===== src/rtl/binarize_frame_writer.sv =====
// RGB565 pixel stream -> 1-bit luma threshold, written linearly into a 1-bit SDPB frame buffer.
// Define BINARIZE_INVERT_EN to write dark pixels (luma below THRESHOLD) as 1 instead.
module binarize_frame_writer #(
  parameter int unsigned IMAGE_WIDTH  = 630,
  parameter int unsigned IMAGE_HEIGHT = 390,
  parameter logic [7:0]  THRESHOLD    = 8'd94
) (
  input  logic        PixelClk,
  input  logic        Reset,
  input  logic        Frame_Start,
  input  logic        Pix_Valid,
  input  logic [15:0] Pix_Data,
  output logic        Pix_Ready,
  output logic        Wr_En,
  output logic [17:0] Wr_Addr,
  output logic        Wr_Data,
  output logic        Frame_Done,
  output logic        Busy
);

  // IMAGE_WIDTH*IMAGE_HEIGHT must not exceed 2^18 so the frame fits the address counter.
  localparam logic [17:0] LastAddr = 18'(IMAGE_WIDTH * IMAGE_HEIGHT - 1);
  localparam logic [9:0]  LastCol  = 10'(IMAGE_WIDTH - 1);

  typedef enum logic {IDLE, CAPTURE} state_t;

  state_t      state_q;
  logic [9:0]  col_q, col_d;
  logic [8:0]  row_q, row_d;
  logic [17:0] addr_q, addr_d;
  logic        wrEn_q, wrData_q, frameDone_q;
  logic [17:0] wrAddr_q;
  logic [7:0]  luma_d;
  logic        pixBit_d;
  logic        accept;

  assign luma_d = {2'b00, Pix_Data[15:11], 1'b0}
                + {2'b00, Pix_Data[10:5]}
                + {2'b00, Pix_Data[4:0], 1'b0};

`ifdef BINARIZE_INVERT_EN
  assign pixBit_d = (luma_d < THRESHOLD);
`else
  assign pixBit_d = (luma_d >= THRESHOLD);
`endif

  assign Pix_Ready = (state_q == CAPTURE) & ~Frame_Start;
  assign accept    = Pix_Valid & Pix_Ready;

  always_comb begin
    col_d  = col_q + 10'd1;
    row_d  = row_q;
    addr_d = addr_q + 18'd1;
    if (col_q == LastCol) begin
      col_d = '0;
      row_d = row_q + 9'd1;
    end
  end

  // Frame_Start always wins: it (re)arms at address 0 and drops the pixel of that cycle.
  always_ff @(posedge PixelClk or posedge Reset) begin
    if (Reset) begin
      state_q     <= IDLE;
      col_q       <= '0;
      row_q       <= '0;
      addr_q      <= '0;
      wrEn_q      <= 1'b0;
      wrAddr_q    <= '0;
      wrData_q    <= 1'b0;
      frameDone_q <= 1'b0;
    end else begin
      wrEn_q      <= 1'b0;
      frameDone_q <= 1'b0;
      if (Frame_Start) begin
        state_q <= CAPTURE;
        col_q   <= '0;
        row_q   <= '0;
        addr_q  <= '0;
      end else if (accept) begin
        wrEn_q   <= 1'b1;
        wrAddr_q <= addr_q;
        wrData_q <= pixBit_d;
        if (addr_q == LastAddr) begin
          frameDone_q <= 1'b1;
          state_q     <= IDLE;
          col_q       <= '0;
          row_q       <= '0;
          addr_q      <= '0;
        end else begin
          col_q  <= col_d;
          row_q  <= row_d;
          addr_q <= addr_d;
        end
      end
    end
  end

  assign Wr_En      = wrEn_q;
  assign Wr_Addr    = wrAddr_q;
  assign Wr_Data    = wrData_q;
  assign Frame_Done = frameDone_q;
  assign Busy       = (state_q == CAPTURE);

endmodule


===== config.mk =====
export PLATFORM = sky130hd
export DESIGN_NAME = binarize_frame_writer
export DESIGN_NICKNAME = d
export VERILOG_FILES = /design/src/rtl/binarize_frame_writer.sv
export SDC_FILE = /design/constraint.sdc
export NUM_CORES = 1
export LEC_CHECK = 0
export BUFFER_PORTS_ARGS = -buffer_cell sky130_fd_sc_hd__buf_2
export CAP_MARGIN = 40
export CORE_ASPECT_RATIO = 0.6
export CORE_MARGIN = 4
export CORE_UTILIZATION = 50
export DETAILED_ROUTE_END_ITERATION = 10
export GPL_ROUTABILITY_DRIVEN = 0
export PLACE_DENSITY = 0.81
export SKIP_CTS_REPAIR_TIMING = 1
export SYNTH_ARGS = -nofsm -noshare
export SYNTH_HDL_FRONTEND = slang
export SYNTH_SLANG_ARGS = --single-unit

===== constraint.sdc =====
create_clock -name PixelClk -period 2 [get_ports PixelClk]
set_input_delay 0.2 -clock PixelClk [delete_from_list [all_inputs] [get_ports PixelClk]]
set_output_delay 0.2 -clock PixelClk [all_outputs]
set_load 0.05 [all_outputs]

* After elaboration in Yosys (flattened, before gate mapping)
Index checks and enable logic that the tools add are counted.
W data, S select, Z words.
** Word-level totals
- Bits in registers :: 40
- Input bits :: 20
** Operators by class
- Add/sub/neg operators :: 3
- Order comparisons :: 1
- Eq/ne operators :: 1
- Muxes and demuxes :: 11
- Bitwise logic cells :: 3
- Reductions and logical operators :: 4
** Operators by type and width (count)
- $mux W18 :: 3
- $add A18 B1 Y18 const B :: 1
- $eq A18 B18 Y1 const B :: 1
- $add A7 B6 Y8 :: 1
- $ge A8 B7 Y1 const B :: 1
- $mux W1 :: 8
- $add A6 B6 Y7 :: 1
- $reduce_and A2 Y1 :: 2
- $reduce_bool A2 Y1 :: 2
- $and A1 B1 Y1 :: 2
- $not A1 Y1 :: 1

* Longest topological paths before layout
Gate-level depths: netlist (run 1).
- Depth after elaboration :: 5
- Gate-level depth with buffers :: 9
- Gate-level depth less buffers :: 9

* Least setup slack after synthesis (run 1)
Ideal clock, no wire load.
- Kind :: register to register
- From :: register state_q (netlist: Busy)
- To :: register wrAddr_q[0] (netlist: Wr_Addr[0])
- Setup time :: 0.125 ns
- Arrival :: 2.351 ns
- Required time :: 1.875 ns
- Slack :: -0.476 ns
- Stages on the path, launching flop included :: 5
- Clock period less this slack :: 2.476 ns
- Cell sequence :: dfrtp_1 nor2b_1 nand2_2 clkbuf_1 mux2_2
** On the way
- Longest elaborated chain between the ends :: 3
** Ends and longest elaborated chain
- from (decl) :: RTL line 27 : state_t state_q;
- from (signal assigned) :: RTL line 63 : state_q <= IDLE;
- from (signal assigned) :: RTL line 75 : state_q <= CAPTURE;
- from (signal assigned) :: RTL line 85 : state_q <= IDLE;
- $and A1 B1 Y1 :: RTL line 47 : assign Pix_Ready = (state_q == CAPTURE) & ~Frame_Start;
- net Pix_Ready :: RTL line 13 : output logic Pix_Ready,
- $and A1 B1 Y1 :: RTL line 48 : assign accept = Pix_Valid & Pix_Ready;
- $reduce_and A2 Y1 (no line)
- to (signal assigned) :: RTL line 81 : wrAddr_q <= addr_q;
- to (decl) :: RTL line 32 : logic [17:0] wrAddr_q;
The timed path passes the listed nets, and every way through them passes these cells.
A chain may end at the register's enable or synchronous reset.

* Worst setup path in the final report (run 1)
- From :: input port Pix_Data[1]
- To :: register wrData_q (netlist: Wr_Data)
** On the way
- Longest elaborated chain between the ends :: 2
** Ends and longest elaborated chain
- from (decl) :: RTL line 12 : input logic [15:0] Pix_Data,
- $add A7 B6 Y8 :: RTL line 39 : + {2'b00, Pix_Data[4:0], 1'b0};
- $ge A8 B7 Y1 :: RTL line 44 : assign pixBit_d = (luma_d >= THRESHOLD);
- to (signal assigned) :: RTL line 82 : wrData_q <= pixBit_d;
- to (decl) :: RTL line 31 : logic wrEn_q, wrData_q, frameDone_q;
Every way passes these cells.

==> metrics.txt, run 1 <==
Worst-Skew Late Latency=0.29 ns; reg-to-reg critical path startpoint=addr_q[14]; # diodes=0; first-pass GRT wire length=between 7000 and 8000 um; # DRC=0; Sw Share=0.246; Synth Area in Simple Gates=0.182; Comb power frac=0.147; synthesized flop and latch total=40; Max-cap violations=0; top achievable clock speed=545 MHz; GRT Total Usage=0.171; beginning of the critical path=Pix_Data[1]; Yosys top cell by area=dfrtp_1; cts bufs inserted=5; fin. max-slew vios=0; final setup vio count=0; HPWL after DPL=~3200 um; row count=17; antenna violations before repair=0; hold_ws=0.0144 ns; syn avg cell area=between 10 and 15 um2; clock-pin slew on the worst setup and hold paths=about 0.080 ns; H-tree depth=2; top cells by area, synth=dfrtp_1, mux2_2, fa_1; die height=between 50 and 60 um; PortBufs=41; worst path bufs/invs=1; overall die width=90.8 um; multiplexer area fraction after synthesis=0.104; status=finished, final reports clean; Synth Cell Area=2050 um2; critical path fanouts, max=3; I/O pin cnt=43; CP dominant cell by count=o21ai_0; Startpoint Class=input pin; worst-case clock buffer depth=2; total die area=roughly 5200 um2; CP max stage cell=fa_1; Initial Util=0.540; sequential power share=0.458; final worst setup slack=~0.17 ns; Final nets=269; RSZ-0062 raised after global routing=false; vias in the first global route=approximately 1500; FF-to-FF path depth=6; slowest stage delay, CP=0.47 ns; final WL=between 4000 and 5000 um; ys flop type=dfrtp_1; Worst EP required=approximately 2.2 ns; pre-CTS setup slack=-0.173 ns; Worst VDD drop=around 0.00046 V; worst relative slew slack=0.668; Synth Area in Adders=0.0889; EDFF count, synth=0; via count=around 1500; endpoints failing hold=0; Net Count, Synth=between 200 and 250; post-route clock period utilization=0.917; Synth async-reset ratio=1.00; Via density=5.30; Leak=1.33 nW; Critical path destination=Wr_Data; clk sinks=40; wire length per cell=around 14 um; switching power=447 uW; Core Footprint=roughly 3800 um2; reg-to-reg critical path endpoint=Busy; path category of the worst min-delay check=in2async; Commonest cells post-synth=dfrtp_1, mux2_2, nor2_1; layout cells sized above 1=0.393; Syn Inst Count=179; Post-Synth XOR/XNOR Area=0.0639; largest net degree at the start of global routing=41; CP cell instances=buf_2 > fa_1 > ha_1 > fa_2 > nand4b_1 > a2bb2oi_1 > o22a_1 > o21ai_0 > o21ai_0; total placed cells including tap cells=approximately 280; compound-gate portion of the synthesized area=0.0505; DRT iter0 DRCs=between 60 and 70; first drt pass iteration count=4; Non-Filler Instances=between 200 and 300; Worst R2R Setup Slack=around 0.17 ns; Detail Route Antenna Nets=0; PwrDens=711 nW/um2; CTS tree=yes; Crit path max-delay family=adder cells; Critical Path Sink Type=flop; Worst-Margin Slew=0.497 ns; post-synthesis sequential area ratio=0.487; WP depth=9; Synth Warn #=0; post-synth top area share=0.487; clock power share=0.395; CP arrival=between 2 and 2.5 ns; P_int=1.37 mW; combinational family with the most area after synthesis=simple AND/OR/NAND/NOR gates; Distinct cells, synth=37; most frequent cell after synthesis=dfrtp_1; Max Clock Skew=approximately 0.0093 ns; critical path class=in2reg; CTS root buf=clkbuf_8; synth-to-layout area growth=24.4%; total gr overflow=0; min cycle time layout=roughly 1.8 ns
==> kinds of logic (layout without fill, tap and decap cells) <==
group           after synthesis  after routing
compound gates               15             15
xor+xnor                     15             15
fa+ha+maj                    11             11
buf+inv                      11             71
flops                        40             40
mux                          19             19
simple gates                 68             68
==> placed cells by master, fill, tap and decap left out, types with 2 or more instances in the layout <==
| master | Yosys | routed |
|---|---|---|
| buf_2 | 0 | 41 |
| dfrtp_1 | 40 | 40 |
| mux2_2 | 18 | 18 |
| nor2_1 | 17 | 17 |
| nand2_1 | 15 | 15 |
| buf_4 | 0 | 13 |
| xor2_1 | 12 | 12 |
| nand3_1 | 11 | 11 |
| inv_1 | 7 | 7 |
| clkbuf_8 | 0 | 7 |
| a21oi_1 | 6 | 6 |
| nand4_1 | 5 | 5 |
| fa_1 | 6 | 5 |
| ha_1 | 5 | 4 |
| nor3_1 | 3 | 3 |
| o21ai_0 | 3 | 3 |
| xnor2_1 | 3 | 3 |
| nor2_2 | 3 | 3 |
| nand4b_1 | 2 | 2 |
==> sequential cells by signal (all words and copies together), names as in the netlist <==
signal and flops:
addr_q 18, Wr_Addr 18, Wr_En 1, Frame_Done 1
Wr_Data 1, Busy 1
==> worst min-delay path, stage by stage <==
cell and delay, ns:
buf_2 0.10, inv_1 0.04, buf_4 0.41
==> per-stage QoR <==
step / power (mW) / instance area [um2] / TNS [ns] / utilization
global placement: 1.10 / 2420 / -0.120 / 0.637
global route: 1.90 / 2560 / 0 / 0.671
detailed placement: 1.11 / 2420 / -0.173 / 0.637
floorplan: 1.03 / 2060 / 0 / -
CTS: 1.83 / 2550 / 0 / 0.670
finish: 1.82 / 2560 / 0 / 0.671
==> final cells by class <==
class / instances / area [um2]
fill: 288 / 1250
timing repair buffer: 55 / 323
inverter: 8 / 30.0
multi-input combinational: 128 / 1020
clock buffer: 7 / 96.3
sequential: 40 / 1000
clock inverter: 1 / 30.0
tap: 47 / 58.8
==> worst min-delay path by stage <==
stage,from,endpoint,slack (ns),depth (start not counted)
6_report,Reset,Wr_Data,0.01,3
2_1_floorplan,Frame_Start,addr_q[0],0.26,1
3_3_place_gp,Reset,Wr_Addr[14],0.34,3
4_1_cts,Reset,Wr_Addr[13],0.04,3
5_1_grt,Reset,Wr_Data,0.06,3
3_5_place_dp,Reset,Wr_Data,0.36,3
==> metal layers <==
metal | track usage | routed length [um] | vias to the layer above
met5 | 0 | 0 | -
met4 | 0.0523 | 42 | 0
met3 | 0.0441 | 211 | 7
met2 | 0.250 | 1790 | 34
met1 | 0.251 | 2070 | 738
li1 | - | - | 737
==> power by group through the flow <==
stage | logic [mW] | registers (mW) | clock network (mW)
after floorplan | 0.141 | 0.885 | 0
after global placement | 0.257 | 0.845 | 0
after detailed placement | 0.267 | 0.847 | 0
after CTS | 0.269 | 0.831 | 0.734
after global routing | 0.299 | 0.832 | 0.766
final | 0.267 | 0.831 | 0.718
Note: power is estimated with default switching activity, not from simulation.
==> inputs of run 2 (changes only) <==
Settings changed: CAP_MARGIN 40 to 0, CORE_UTILIZATION 50 to 24, PLACE_DENSITY 0.81 to 0.48.
==> metrics.txt, run 2 (synthesized netlist as in run 1, its figures left out) <==
status=finished, final reports clean; most common cell after layout, fill and taps aside=buf_2; Non-Filler Instances=348 (+22%); Max Clock Skew=0.00491 ns (-0.00438 ns); critical path class=in2reg; Critical Path Sink Type=flop; total die area=10200 um2 (+94%); largest net degree at the start of global routing=41 (unchanged); PortBufs=41 (unchanged); cts bufs inserted=5 (unchanged); Core Footprint=8100 um2 (+110%); most frequent cells in the layout=buf_2, dfrtp_1, mux2_2; endpoints failing hold=0 (unchanged); layout cells sized above 1=0.379 (-0.0141); top achievable clock speed=534 MHz (-2.1%); # DRC=0 (unchanged); Via density=4.20 (-21%); GRT Total Usage=0.101 (-0.0702); PwrDens=719 nW/um2 (+1.1%); I/O pin cnt=43 (unchanged); CP dominant cell by count=fa_1; clock-pin slew on the worst setup and hold paths=0.05 ns (-0.03 ns); HPWL after DPL=3470 um (+7.8%); Util after Layout=0.326 (-0.345); footprint of the multi-input gates=1010 um2 (-0.49%); min cycle time layout=1.87 ns (+0.0388 ns); met1 GRT Util=0.155 (-0.0963); slowest stage delay, CP=0.47 ns (about the same); via count=1461 (-3.6%); CTS root buf=clkbuf_16; worst-case clock buffer depth=2 (unchanged); Worst VDD drop=0.000228 V (-51%); # diodes=0 (unchanged); Detail Route Antenna Nets=0 (unchanged); critical path fanouts, max=3 (unchanged); CP arrival=2.08 ns (+0.03 ns); total placed cells including tap cells=340 (+22%); antenna violations before repair=0 (unchanged); Fin Setup TNS=0 ns (unchanged); clk sinks=40 (unchanged); Max-cap violations=0 (unchanged); first-pass GRT wire length=7870 um (+11%); Startpoint Class=input pin; overall die width=127 um (+40%); total gr overflow=0 (unchanged); final WL=4520 um (+9.9%); global-route met2 utilization=0.122 (-0.127); final setup vio count=0 (unchanged); post-route clock period utilization=0.936 (+0.0194); Worst-Skew Late Latency=0.29 ns (about the same); fin. max-slew vios=0 (unchanged); Worst EP required=2.21 ns (about the same); die height=79.7 um (+38%); Leak=1.34 nW (+0.87%); met3 global-route usage=0.0408 (-0.00332); synth-to-layout area growth=28.6%; DRT iter0 DRCs=74 (+10%); CTS tree=yes; RSZ-0062 raised after global routing=false; first drt pass iteration count=4 (unchanged); wire length per cell=13.0 um (-9.7%); Initial Util=0.254 (-0.286); worst relative slew slack=0.660 (-0.00819); Top Usage Layer GRT=met1; Final nets=270 (+0.37%); row count=25 (+8); CP cell instances=buf_2 > fa_1 > ha_1 > fa_1 > nand4b_1 > a2bb2oi_1 > o22a_1 > o21ai_0 > o21ai_1; FF/Latch Area=1000 um2 (unchanged); path category of the worst min-delay check=in2async; vias in the first global route=1442 (-1.8%); Worst-Margin Slew=0.510 ns (+0.0123 ns); CP max stage cell=fa_1; H-tree depth=2 (unchanged); FILL cells=845 (+190%)
==> run 2: changes by cell type in the layout (fill, tap and decap cells not counted) <==
cell and delta:
buf_12 -1, buf_4 +2, bufinv_16 -1, clkbuf_1 +2
clkbuf_16 +5, clkbuf_8 -6, fa_1 +1, fa_2 -1
ha_1 +1, ha_2 -1, o21ai_0 -1, o21ai_1 +1
==> run 2: stage by stage <==
step | worst slack (ns) | power, mW | area (um2) | hold slack [ns]
final | 0.128 | 1.90 | 2640 | 0.0267
after CTS | 0.0991 | 1.93 | 2640 | 0.0547
after floorplan | 0.0314 | 1.03 | 2060 | 0.263
after global placement | -0.129 | 1.11 | 2500 | 0.357
after detailed placement | -0.187 | 1.11 | 2500 | 0.359
after global routing | 0.00730 | 2.01 | 2640 | 0.0848
==> run 2: worst max-delay path, delay by kind of cell <==
kind	cells	cell delay [ns]
buffers and inverters	1	0.11
adders and majority gates	3	1.13
and+or+nand+nor	1	0.12
AOI/OAI and AO/OA	4	0.52
==> run 2: power breakdown <==
part           switching (mW)  internal (mW)
logic                   0.158          0.103
clock network           0.310          0.497
registers             0.00753          0.823
==> run 2: worst paths after layout <==
path	start	endpoint	slack, ns	cells after the start
max	Pix_Data[1]	Wr_Data	0.13	9
min	Reset	Wr_Data	0.03	3
max reg2reg	addr_q[14]	Busy	0.14	6
min reg2reg	Wr_Data	Wr_Data	0.48	2
max in group asynchronous	Reset	addr_q[12]	1.61	3
min in group PixelClk	Frame_Start	addr_q[1]	0.21	2
==> run 2: metal layers <==
metal | up-vias | part of all wire | routed length (um)
li1 | 740 | - | -
met1 | 683 | 0.56 | 2520
met2 | 30 | 0.37 | 1660
met3 | 8 | 0.062 | 282
met4 | 0 | 0.013 | 59
met5 | - | 0 | 0
==> run 2: final cells by class <==
class	instances	share of cell area
Multi-Input combinational cell	128	0.383
Sequential cell	40	0.379
Timing Repair Buffer	56	0.120
Clock buffer	8	0.0554
Tap cell	108	0.0511
Inverter	8	0.0114
==> inputs of run 3 (changes only) <==
Settings changed: PLACE_DENSITY 0.48 to unset, PLACE_DENSITY_LB_ADDON set to 0.3.
==> metrics.txt, run 3 (synthesized netlist as in run 1, its figures left out) <==
FF/Latch Area=1000 um2 (unchanged); Worst EP required=2.17 ns (-0.04 ns); wire length per cell=13.3 um (+2.6%); endpoints failing hold=0 (unchanged); Core Footprint=8100 um2 (unchanged); vias in the first global route=1510 (+4.7%); CTS root buf=clkbuf_16; P_int=1.43 mW (+0.17%); clk sinks=40 (unchanged); Detail Route Antenna Nets=0 (unchanged); Comb power frac=0.139 (+0.002); worst relative slew slack=0.657 (-0.00336); largest net degree at the start of global routing=41 (unchanged); total die area=10200 um2 (unchanged); most common cell after layout, fill and taps aside=buf_2; Sw Share=0.248 (-0.00253); critical path fanouts, max=6 (+3); Critical Path Sink Type=flop; final WL=4610 um (+2.0%); HPWL after DPL=3570 um (+3.0%); hold_ws=0.0318 ns (+0.00503 ns); Final nets=268 (-0.74%); most frequent cells in the layout=buf_2, dfrtp_1, mux2_2; CTS tree=yes; top achievable clock speed=533 MHz (-0.18%); Overall Power=1.90 mW (-0.17%); synth-to-layout area growth=28.6% (unchanged); Initial Util=0.254 (unchanged); critical path class=reg2reg; sequential power share=0.439 (+0.002); Startpoint Class=flop; Worst-Skew Late Latency=0.28 ns (about the same); RSZ-0062 raised after global routing=false; cts bufs inserted=5 (unchanged); row count=25 (unchanged); first-pass GRT wire length=7820 um (-0.61%); footprint of the multi-input gates=1010 um2 (+0.25%); GRT Total Usage=0.102 (+0.00131); worst-case clock buffer depth=2 (unchanged); Via density=4.27 (+1.7%); min cycle time layout=1.88 ns (+0.00340 ns); post-route clock period utilization=0.938 (+0.00170); layout cells sized above 1=0.378 (-0.00102); PwrDens=717 nW/um2 (-0.17%); DRT iter0 DRCs=73 (-1.4%); CP arrival=2.05 ns (-0.03 ns); antenna violations before repair=0 (unchanged); fin. max-slew vios=0 (unchanged); total placed cells including tap cells=338 (-0.59%); FILL cells=823 (-2.6%); overall die width=127 um (unchanged); Worst-Margin Slew=0.515 ns (+0.00504 ns); status=finished, final reports clean; # DRC=0 (unchanged); clock-pin slew on the worst setup and hold paths=0.05 ns (about the same); final setup vio count=0 (unchanged); path category of the worst min-delay check=in2async; switching power=470 uW (-1.2%); first drt pass iteration count=4 (unchanged); total gr overflow=0 (unchanged); Fin Setup TNS=0 ns (unchanged); I/O pin cnt=43 (unchanged); via count=1478 (+1.2%); PortBufs=41 (unchanged); clock power share=0.422 (-0.003); Worst VDD drop=0.000306 V (+34%); H-tree depth=2 (unchanged); Max Clock Skew=0.00238 ns (-0.00252 ns); die height=79.7 um (unchanged); Leak=1.33 nW (-0.50%); Max-cap violations=0 (unchanged); # diodes=0 (unchanged); Non-Filler Instances=346 (-0.57%)
run 3: changes by cell type in the layout (fill, tap and decap cells not counted):
cell    previous run  this run
buf_4             15        12
fa_2               0         1
fa_1               6         5
buf_12             0         1
run 3: power groups by stage:
stage	Combinational (mW)	Sequential (mW)	Clock, mW
3_5_place_dp	0.268	0.846	0
4_1_cts	0.269	0.831	0.829
5_1_grt	0.301	0.833	0.869
6_report	0.264	0.831	0.800
2_1_floorplan	0.141	0.885	0
3_3_place_gp	0.263	0.846	0
run 3: final cells by class:
| class | instances | area share |
|---|---|---|
| sequential | 40 | 0.379 |
| timing repair buffer | 54 | 0.119 |
| tap | 108 | 0.0511 |
| multi-input combinational | 128 | 0.384 |
| clock buffer | 8 | 0.0554 |
| inverter | 8 | 0.0114 |
run 3: path summary, 6_finish.rpt:
check / slack, ns / end / cells past startpoint / startpoint
min in group PixelClk: 0.20 / addr_q[0] / 2 / Frame_Start
max in group asynchronous: 1.61 / addr_q[15] / 3 / Reset
worst min register to register: 0.50 / Wr_Addr[10] / 1 / Wr_Addr[10]
worst max-delay path: 0.12 / Busy / 6 / addr_q[14]
worst max register to register: 0.12 / Busy / 6 / addr_q[14]
worst min-delay path: 0.03 / Wr_Addr[5] / 3 / Reset
run 3: layer usage:
metal | global-route usage | wire [um] | up-vias | share of wire
li1 | - | - | 732 | -
met1 | 0.147 | 2430 | 709 | 0.53
met2 | 0.137 | 1890 | 30 | 0.41
met3 | 0.0341 | 214 | 7 | 0.046
met4 | 0.0418 | 68 | 0 | 0.015
met5 | 0 | 0 | - | 0
run 3: per-stage QoR:
step	area (um2)	setup WS [ns]	util
CTS	2640	0.0930	0.326
floorplan	2060	0.0314	-
global placement	2490	-0.126	0.308
detailed placement	2490	-0.176	0.308
global route	2640	0.0125	0.326
finish	2640	0.124	0.326
run 3: worst max-delay path, cell delays in order (launching register included):
cell      delay, ns
dfrtp_1        0.38
or4b_4         0.54
nor4_4         0.27
nand4_4        0.16
buf_4          0.19
o21ai_0        0.14
nand2b_1       0.07
